## config.mk

```make
export PLATFORM = sky130hd
export DESIGN_NAME = irq_event_latch
export DESIGN_NICKNAME = d
export VERILOG_FILES = /design/src/rtl/irq_event_latch.sv
export SDC_FILE = /design/constraint.sdc
export NUM_CORES = 1
export LEC_CHECK = 0
export CAP_MARGIN = 20
export CORE_MARGIN = 2
export CORE_UTILIZATION = 56
export CTS_CLUSTER_DIAMETER = 30
export CTS_CLUSTER_SIZE = 40
export DETAILED_ROUTE_END_ITERATION = 8
export DONT_BUFFER_PORTS = 1
export HOLD_SLACK_MARGIN = 0.12
export PLACE_DENSITY = 0.74
export SYNTH_ARGS = -nofsm -noshare
export SYNTH_HDL_FRONTEND = slang
export SYNTH_SLANG_ARGS = --single-unit
```

## constraint.sdc

```tcl
create_clock -name clk -period 1.3 [get_ports clk]
set_input_delay 0.195 -clock clk [delete_from_list [all_inputs] [get_ports clk]]
set_output_delay 0.195 -clock clk [all_outputs]
set_load 0.01 [all_outputs]
```

## src/rtl/irq_event_latch.sv

```systemverilog
// Peripheral interrupt source: synchronises raw events, latches them as sticky
// (or transparent level) pending bits with overrun tracking, and drives active-low IRQs.
module irq_event_latch #(
  parameter int CHANNELS    = 8,
  parameter int SYNC_STAGES = 2
) (
  input  logic                clk,
  input  logic                reset_n,
  input  logic                cs_n,
  input  logic                phi2,
  input  logic                write_enable,
  input  logic [1:0]          address,
  input  logic [7:0]          data_in,
  output logic [7:0]          data_out,
  input  logic [CHANNELS-1:0] event_in,
  output logic [CHANNELS-1:0] irq_sources_n,
  output logic                irq_any_n
);

  localparam logic [1:0] ADDR_PENDING  = 2'd0;
  localparam logic [1:0] ADDR_OVERRUN  = 2'd1;
  localparam logic [1:0] ADDR_EDGE_SEL = 2'd2;
  localparam logic [1:0] ADDR_MODE     = 2'd3;

  localparam int ARM_CLKS = SYNC_STAGES + 1;
  localparam int ARM_W    = $clog2(ARM_CLKS + 1);

  // ---------------------------------------------------------------------------
  // Bus capture and commit
  // ---------------------------------------------------------------------------
  logic       phi2_q;
  logic       cap_cs_n;
  logic       cap_we;
  logic [1:0] cap_addr;
  logic [7:0] cap_data;

  always_ff @(posedge clk or negedge reset_n) begin
    if (!reset_n) begin
      phi2_q   <= 1'b0;
      cap_cs_n <= 1'b0;
      cap_we   <= 1'b0;
      cap_addr <= 2'd0;
      cap_data <= 8'd0;
    end else begin
      phi2_q <= phi2;
      if (phi2) begin
        cap_cs_n <= cs_n;
        cap_we   <= write_enable;
        cap_addr <= address;
        cap_data <= data_in;
      end
    end
  end

  // A write lands once, on the clk that first sees phi2 low after a high phase.
  logic                commit;
  logic                wr_pending;
  logic                wr_overrun;
  logic                wr_edge_sel;
  logic                wr_mode;
  logic [CHANNELS-1:0] wr_data;

  assign commit      = phi2_q & ~phi2 & ~cap_cs_n & cap_we;
  assign wr_pending  = commit && (cap_addr == ADDR_PENDING);
  assign wr_overrun  = commit && (cap_addr == ADDR_OVERRUN);
  assign wr_edge_sel = commit && (cap_addr == ADDR_EDGE_SEL);
  assign wr_mode     = commit && (cap_addr == ADDR_MODE);
  assign wr_data     = cap_data[CHANNELS-1:0];

  // ---------------------------------------------------------------------------
  // Input synchronisers and edge history
  // ---------------------------------------------------------------------------
  logic [CHANNELS-1:0] sync_q [SYNC_STAGES];
  logic [CHANNELS-1:0] hist_q;
  logic [CHANNELS-1:0] sync_s;

  always_ff @(posedge clk or negedge reset_n) begin
    if (!reset_n) begin
      for (int k = 0; k < SYNC_STAGES; k++) begin
        sync_q[k] <= '0;
      end
      hist_q <= '0;
    end else begin
      sync_q[0] <= event_in;
      for (int k = 1; k < SYNC_STAGES; k++) begin
        sync_q[k] <= sync_q[k-1];
      end
      hist_q <= sync_q[SYNC_STAGES-1];
    end
  end

  assign sync_s = sync_q[SYNC_STAGES-1];

  // Masks the synchroniser fill after reset so static inputs never look like edges.
  logic [ARM_W-1:0] arm_cnt;
  logic             armed;

  assign armed = (arm_cnt == ARM_W'(ARM_CLKS));

  always_ff @(posedge clk or negedge reset_n) begin
    if (!reset_n) begin
      arm_cnt <= '0;
    end else if (!armed) begin
      arm_cnt <= arm_cnt + 1'b1;
    end
  end

  // ---------------------------------------------------------------------------
  // Register state
  // ---------------------------------------------------------------------------
  logic [CHANNELS-1:0] pending;
  logic [CHANNELS-1:0] overrun;
  logic [CHANNELS-1:0] edge_sel;
  logic [CHANNELS-1:0] mode;

  logic [CHANNELS-1:0] edge_ev;
  logic [CHANNELS-1:0] edge_hit;
  logic [CHANNELS-1:0] mode_chg;
  logic [CHANNELS-1:0] pend_clr;
  logic [CHANNELS-1:0] ovr_clr;
  logic [CHANNELS-1:0] ovr_new;
  logic [CHANNELS-1:0] edge_pend;
  logic [CHANNELS-1:0] level_pend;
  logic [CHANNELS-1:0] pending_d;
  logic [CHANNELS-1:0] overrun_d;
  logic [CHANNELS-1:0] edge_sel_d;
  logic [CHANNELS-1:0] mode_d;

  always_comb begin
    edge_ev    = '0;
    edge_hit   = '0;
    mode_chg   = '0;
    pend_clr   = '0;
    ovr_clr    = '0;
    ovr_new    = '0;
    edge_pend  = '0;
    level_pend = '0;
    pending_d  = pending;
    overrun_d  = overrun;
    edge_sel_d = edge_sel;
    mode_d     = mode;

    if (armed) begin
      edge_ev = (edge_sel & hist_q & ~sync_s) | (~edge_sel & sync_s & ~hist_q);
    end
    edge_hit = edge_ev & ~mode;

    if (wr_mode) begin
      mode_chg = wr_data ^ mode;
      mode_d   = wr_data;
    end
    if (wr_edge_sel) begin
      edge_sel_d = wr_data;
    end
    // Level-mode channels ignore PENDING W1C; OVERRUN W1C applies to all.
    if (wr_pending) begin
      pend_clr = wr_data & ~mode;
    end
    if (wr_overrun) begin
      ovr_clr = wr_data;
    end

    // An event always sets pending; it is an overrun only if no clear raced it.
    ovr_new    = edge_hit & pending & ~pend_clr;
    edge_pend  = edge_hit | (pending & ~pend_clr);
    level_pend = sync_s ^ edge_sel;

    pending_d = ((mode & level_pend) | (~mode & edge_pend)) & ~mode_chg;
    overrun_d = (ovr_new | (overrun & ~ovr_clr)) & ~mode_chg;
  end

  always_ff @(posedge clk or negedge reset_n) begin
    if (!reset_n) begin
      pending  <= '0;
      overrun  <= '0;
      edge_sel <= '0;
      mode     <= '0;
    end else begin
      pending  <= pending_d;
      overrun  <= overrun_d;
      edge_sel <= edge_sel_d;
      mode     <= mode_d;
    end
  end

  // ---------------------------------------------------------------------------
  // Outputs
  // ---------------------------------------------------------------------------
  always_comb begin
    data_out = 8'd0;
    case (address)
      ADDR_PENDING:  data_out[CHANNELS-1:0] = pending;
      ADDR_OVERRUN:  data_out[CHANNELS-1:0] = overrun;
      ADDR_EDGE_SEL: data_out[CHANNELS-1:0] = edge_sel;
      ADDR_MODE:     data_out[CHANNELS-1:0] = mode;
      default:       data_out = 8'd0;
    endcase
  end

  assign irq_sources_n = ~pending;
  assign irq_any_n     = ~|pending;

endmodule

```

# Word-level counts from Yosys, hierarchy flattened
# Cells that the tools add are included.
# op_classes
add_sub_neg	1
eq_ne	7
mux	5
bitwise	33
n_reduce_logical	8
# ops
operator	n
$and A8 B8 Y8	14
$not A8 Y8	8
$mux W8	4
$or A8 B8 Y8	4
$pmux W8 S4	1
$xor A8 B8 Y8	2
$eq A2 B2 Y1 const B	5
$reduce_or A8 Y1	1
$eq A2 B1 Y1 const B	2
$logic_and A1 B1 Y1	4
$logic_not A2 Y1	2
$and A1 B1 Y1	3
$add A2 B1 Y2 const B	1
$not A1 Y1	2
$logic_not A1 Y1	1
# totals
reg_bits	71
input_bits	23
elab_cells	67

# Longest topological paths before layout
# depth
depth_word	12
mapped_depth	6
depth_no_buf	6

# Worst setup path after synthesis
# No wires, ideal clock.
# synth_timing
path_kind	register to register
startpoint	register cap_cs_n
endpoint	register pending[7]
arrival_time_ps	1204
required_time_ps	1168
path_slack_ps	-36
path_stages_with_launch	6
path_buffers	1
period_less_slack_ps	1336
path_cell_list	dfrtp_1 -> and4bb_1 -> buf_4 -> a31oi_1 -> a211oi_1 -> a211oi_2
# synth_between
elab_chain_len	11
# synth_lines
item	line	text
start, declared	32	logic cap_cs_n;
start signal, assigned	47	cap_cs_n <= cs_n;
$not A1 Y1 (*)	63	assign commit = phi2_q & ~phi2 & ~cap_cs_n & cap_we;
$and A1 B1 Y1 (*) (2 in series)	63	
$logic_and A1 B1 Y1	64	assign wr_pending = commit && (cap_addr == ADDR_PENDING);
$mux W8	156	if (wr_pending) begin
$not A8 Y8	165	edge_pend = edge_hit | (pending & ~pend_clr);
$and A8 B8 Y8	165	
$or A8 B8 Y8	165	
$and A8 B8 Y8	168	pending_d = ((mode & level_pend) | (~mode & edge_pend)) & ~mode_chg;
$or A8 B8 Y8	168	
$and A8 B8 Y8 (*)	168	
net pending_d[7]	124	logic [CHANNELS-1:0] pending_d;
end signal, assigned	179	pending <= pending_d;
end, declared	111	logic [CHANNELS-1:0] pending;
# The timed path passes the listed nets; every way through them passes the cells marked *.
# A chain may end at the register's enable or synchronous reset.

# Worst setup path in the final report
# layout_timing
startpoint	register cap_we
endpoint	register overrun[2]
# layout_between
elab_chain_len	7
# layout_lines
item	line	text
start, declared	33	logic cap_we;
start signal, assigned	48	cap_we <= write_enable;
$and A1 B1 Y1 (*)	63	
$logic_and A1 B1 Y1 (on tied branches)	64, 65	
$mux W8 (on tied branches)	156, 159	
$not A8 Y8 (on tied branches)	164, 169	
$and A8 B8 Y8 (on tied branches)	164, 169	
$or A8 B8 Y8	169	overrun_d = (ovr_new | (overrun & ~ovr_clr)) & ~mode_chg;
$and A8 B8 Y8 (*)	169	
net overrun_d[2]	125	logic [CHANNELS-1:0] overrun_d;
end signal, assigned	180	overrun <= overrun_d;
end, declared	112	logic [CHANNELS-1:0] overrun;
# Marked as above.

==> results_dict.tcl <==
set metrics [dict create \
    drive_gt1_frac 0.420 \
    cts_buffers 9 \
    syn_area_sq_um 3160 \
    async_flop_share 1.00 \
    multi_input_comb_area_sq_um 1550 \
    synth-edff-count 0 \
    cpMaxStageDelayCell "dfrtp_1" \
    hold_path.class "in -> async" \
    worstSetupPathType "reg -> reg" \
    cts_num_sinks 71 \
    yosysTopAreaCellShare 0.563 \
    max_freq_mhz 651 \
    maxCapViolCount 0 \
    arrival_ns 1.80 \
    leakage_nw 1.87 \
    diodes 0 \
    cts_tree "done" \
    path_clk_slew_ns 0.08 \
    synth-main-ff-cell "dfrtp_1" \
    port_buffers 0 \
    power_density_nw_per_um2 1570 \
    row_count 27 \
    seqCellArea_sq_um 1780 \
    start_util 0.577 \
    fin_skew_ns 0.0110 \
    synth-seq-cells 71 \
    fp.dieH_um 79.1 \
    synth_commonest_cells "71 x dfrtp_1, 37 x inv_1, 32 x nand2_1, 32 x o21ai_0, 17 x ha_1" \
    drt-vias-per-instance 6.04 \
    antenna_found_initial 0 \
    ys_types 27 \
    crit_fanout 4 \
    wl_um 8650 \
    hold_viol 71 \
    die_w_um 79.1 \
    post-route-util 0.805 \
    tightest_slew_ns 0.785 \
    first_pass_iters 4 \
    period_share 1.18 \
    globalplace.congestion 0.828 \
    drc 0 \
    area_growth_pct 39.6 \
    violations "hold timing, setup timing" \
    cts-root-buf "clkbuf_8" \
    synthTopCellsByArea "dfrtp_1 56%, ha_1 6.7%, mux4_2 5.7%" \
    timing.final.ws_setup_ns -0.236 \
    grt_pass1_wl_um 12000 \
    cts_htree_levels 3 \
    holdBufCountCts 21 \
    ys_seq_area_frac 0.563 \
    grt_overflow 0 \
    synth_area_per_cell_sq_um 11.3 \
    antenna_left 0 \
    peakVddDrop_mv 0.803 \
    period_minus_slack_ns 1.54 \
    worstPathRequired_ns 1.56 \
    cpMostUsedCell "buf_6" \
    synth_top_area_cell "dfrtp_1" \
    wl_per_cell_um 20.4 \
    synthCells 280 \
    synth_nets 320 \
    outcome "finished with violations" \
    slew_viol_final 0 \
    pin_count 40 \
    core_area_sq_um 5470 \
    nNetsFinal 388 \
    clock_path_buffers 2 \
    dp_hpwl_um 4380 \
    nFillCells 295 \
    yosysMostFrequentCell "dfrtp_1" \
    grt_usage 0.259 \
    dieArea_sq_um 6260 \
    grt_start_max_net_pins 72 \
    via_count 2559 \
    clock_latency_ns 0.34 \
    crit_path_start_kind "flip-flop" \
    crit_path_end_kind "flip-flop" \
    timing.slew.headroom 0.476 \
    setup_viol 41 \
    grt_pass1_vias 2494 \
    timing.setup.tns_ns -5.57 \
    worstPathCellList "and4bb_2, buf_6, buf_6, a31oi_4, nand4_1, a21oi_1" \
    hold_ws_ns -0.464 \
    ys_warn_count 0 \
    drt_iter0_markers 210 \
    slowest_delay_ns 0.38 \
    rsz0062_at_grt "true" \
]
[cell type report]
type | count | share of cell area
inverters | 37 | 0.0315
repair buffers | 67 | 0.149
flip-flops and latches | 71 | 0.403
clock buffers | 11 | 0.0343
clock inverters | 4 | 0.0102
well taps | 72 | 0.0204
multi-input cells | 162 | 0.352
[placed cells by master, fill, tap and decap left out, types with 10 or more instances in the layout]
cell type and instances:
dfrtp_1 71, inv_1 28, nand2_1 18, nand2_2 11
dlygate4sd3_1 20, buf_6 10, ha_1 15, buf_4 32
clkbuf_8 11, o21ai_1 14
[cell families (layout without fill, tap and decap cells)]
group	Yosys count	in the layout	share of synthesized area
buffers and inverters	47	119	0.0610
DFF	71	71	0.563
adders and majority gates	17	17	0.0674
and+or+nand+nor	62	62	0.0979
muxes	13	13	0.0749
xor gates and xnor gates	1	1	0.00277
AOI/OAI and AO/OA	69	69	0.134
[critical path, delay by kind of cell (launching register included)]
| family | cells | cell delay [ns] |
|---|---|---|
| flip-flops | 1 | 0.38 |
| AND/OR/NAND/NOR | 2 | 0.43 |
| buffers and inverters | 2 | 0.27 |
| AO/OA/AOI/OAI | 2 | 0.39 |
[what timing repair did]
item,in CTS,in global routing
buffers inserted,18,3
resized for setup,50,68
cloned,0,3
pin swaps,10,31
hold endpoints to repair,92,71
setup endpoints to repair,42,48
[where the power goes]
part           total (W)  switching, W  internal, W
sequential       0.00280      0.000238      0.00256
combinational    0.00234       0.00126      0.00108
clock            0.00180      0.000826     0.000971
[through the flow]
| stage | power, W | worst slack, ns | hold WS (ns) | instance area [sq um] | std cells |
|---|---|---|---|---|---|
| 6_report | 0.00694 | -0.236 | -0.464 | 4410 | 424 |
| 3_5_place_dp | 0.00421 | -0.180 | -0.0986 | 3380 | 364 |
| 4_1_cts | 0.00646 | -0.153 | -0.465 | 4100 | 418 |
| 3_3_place_gp | 0.00413 | -0.148 | -0.0980 | 3380 | 364 |
| 2_1_floorplan | 0.00383 | 0.00334 | -0.101 | 3160 | 280 |
| 5_1_grt | 0.00723 | -0.292 | -0.470 | 4410 | 424 |
[sequential cells by signal (all words and copies together) (netlist names)]
signal	cells
cap_data	8
edge_sel	8
hist_q	8
mode	8
overrun	8
pending	8
sync_q	8
sync_s	8
arm_cnt	2
cap_addr	2
cap_cs_n	1
cap_we	1
phi2_q	1
[layer usage]
| layer | vias up | share of wire | global-route usage |
|---|---|---|---|
| met5 | - | 0 | 0 |
| met2 | 106 | 0.50 | 0.416 |
| met4 | 0 | 0.039 | 0.152 |
| met1 | 1308 | 0.41 | 0.329 |
| li1 | 1117 | - | - |
| met3 | 28 | 0.053 | 0.0477 |
[path summary, 6_finish.rpt]
check,from,to,slack [ns],cells after the start
max,cap_we,overrun[2],-0.24,6
min,reset_n,sync_s[1],-0.46,0
max reg2reg,cap_we,overrun[2],-0.24,6
min reg2reg,sync_q[14],sync_s[6],0.35,0
max in group asynchronous,reset_n,edge_sel[0],1.65,0
min in group clk,sync_q[14],sync_s[6],0.35,0
Note: power is estimated with default switching activity, not from simulation.
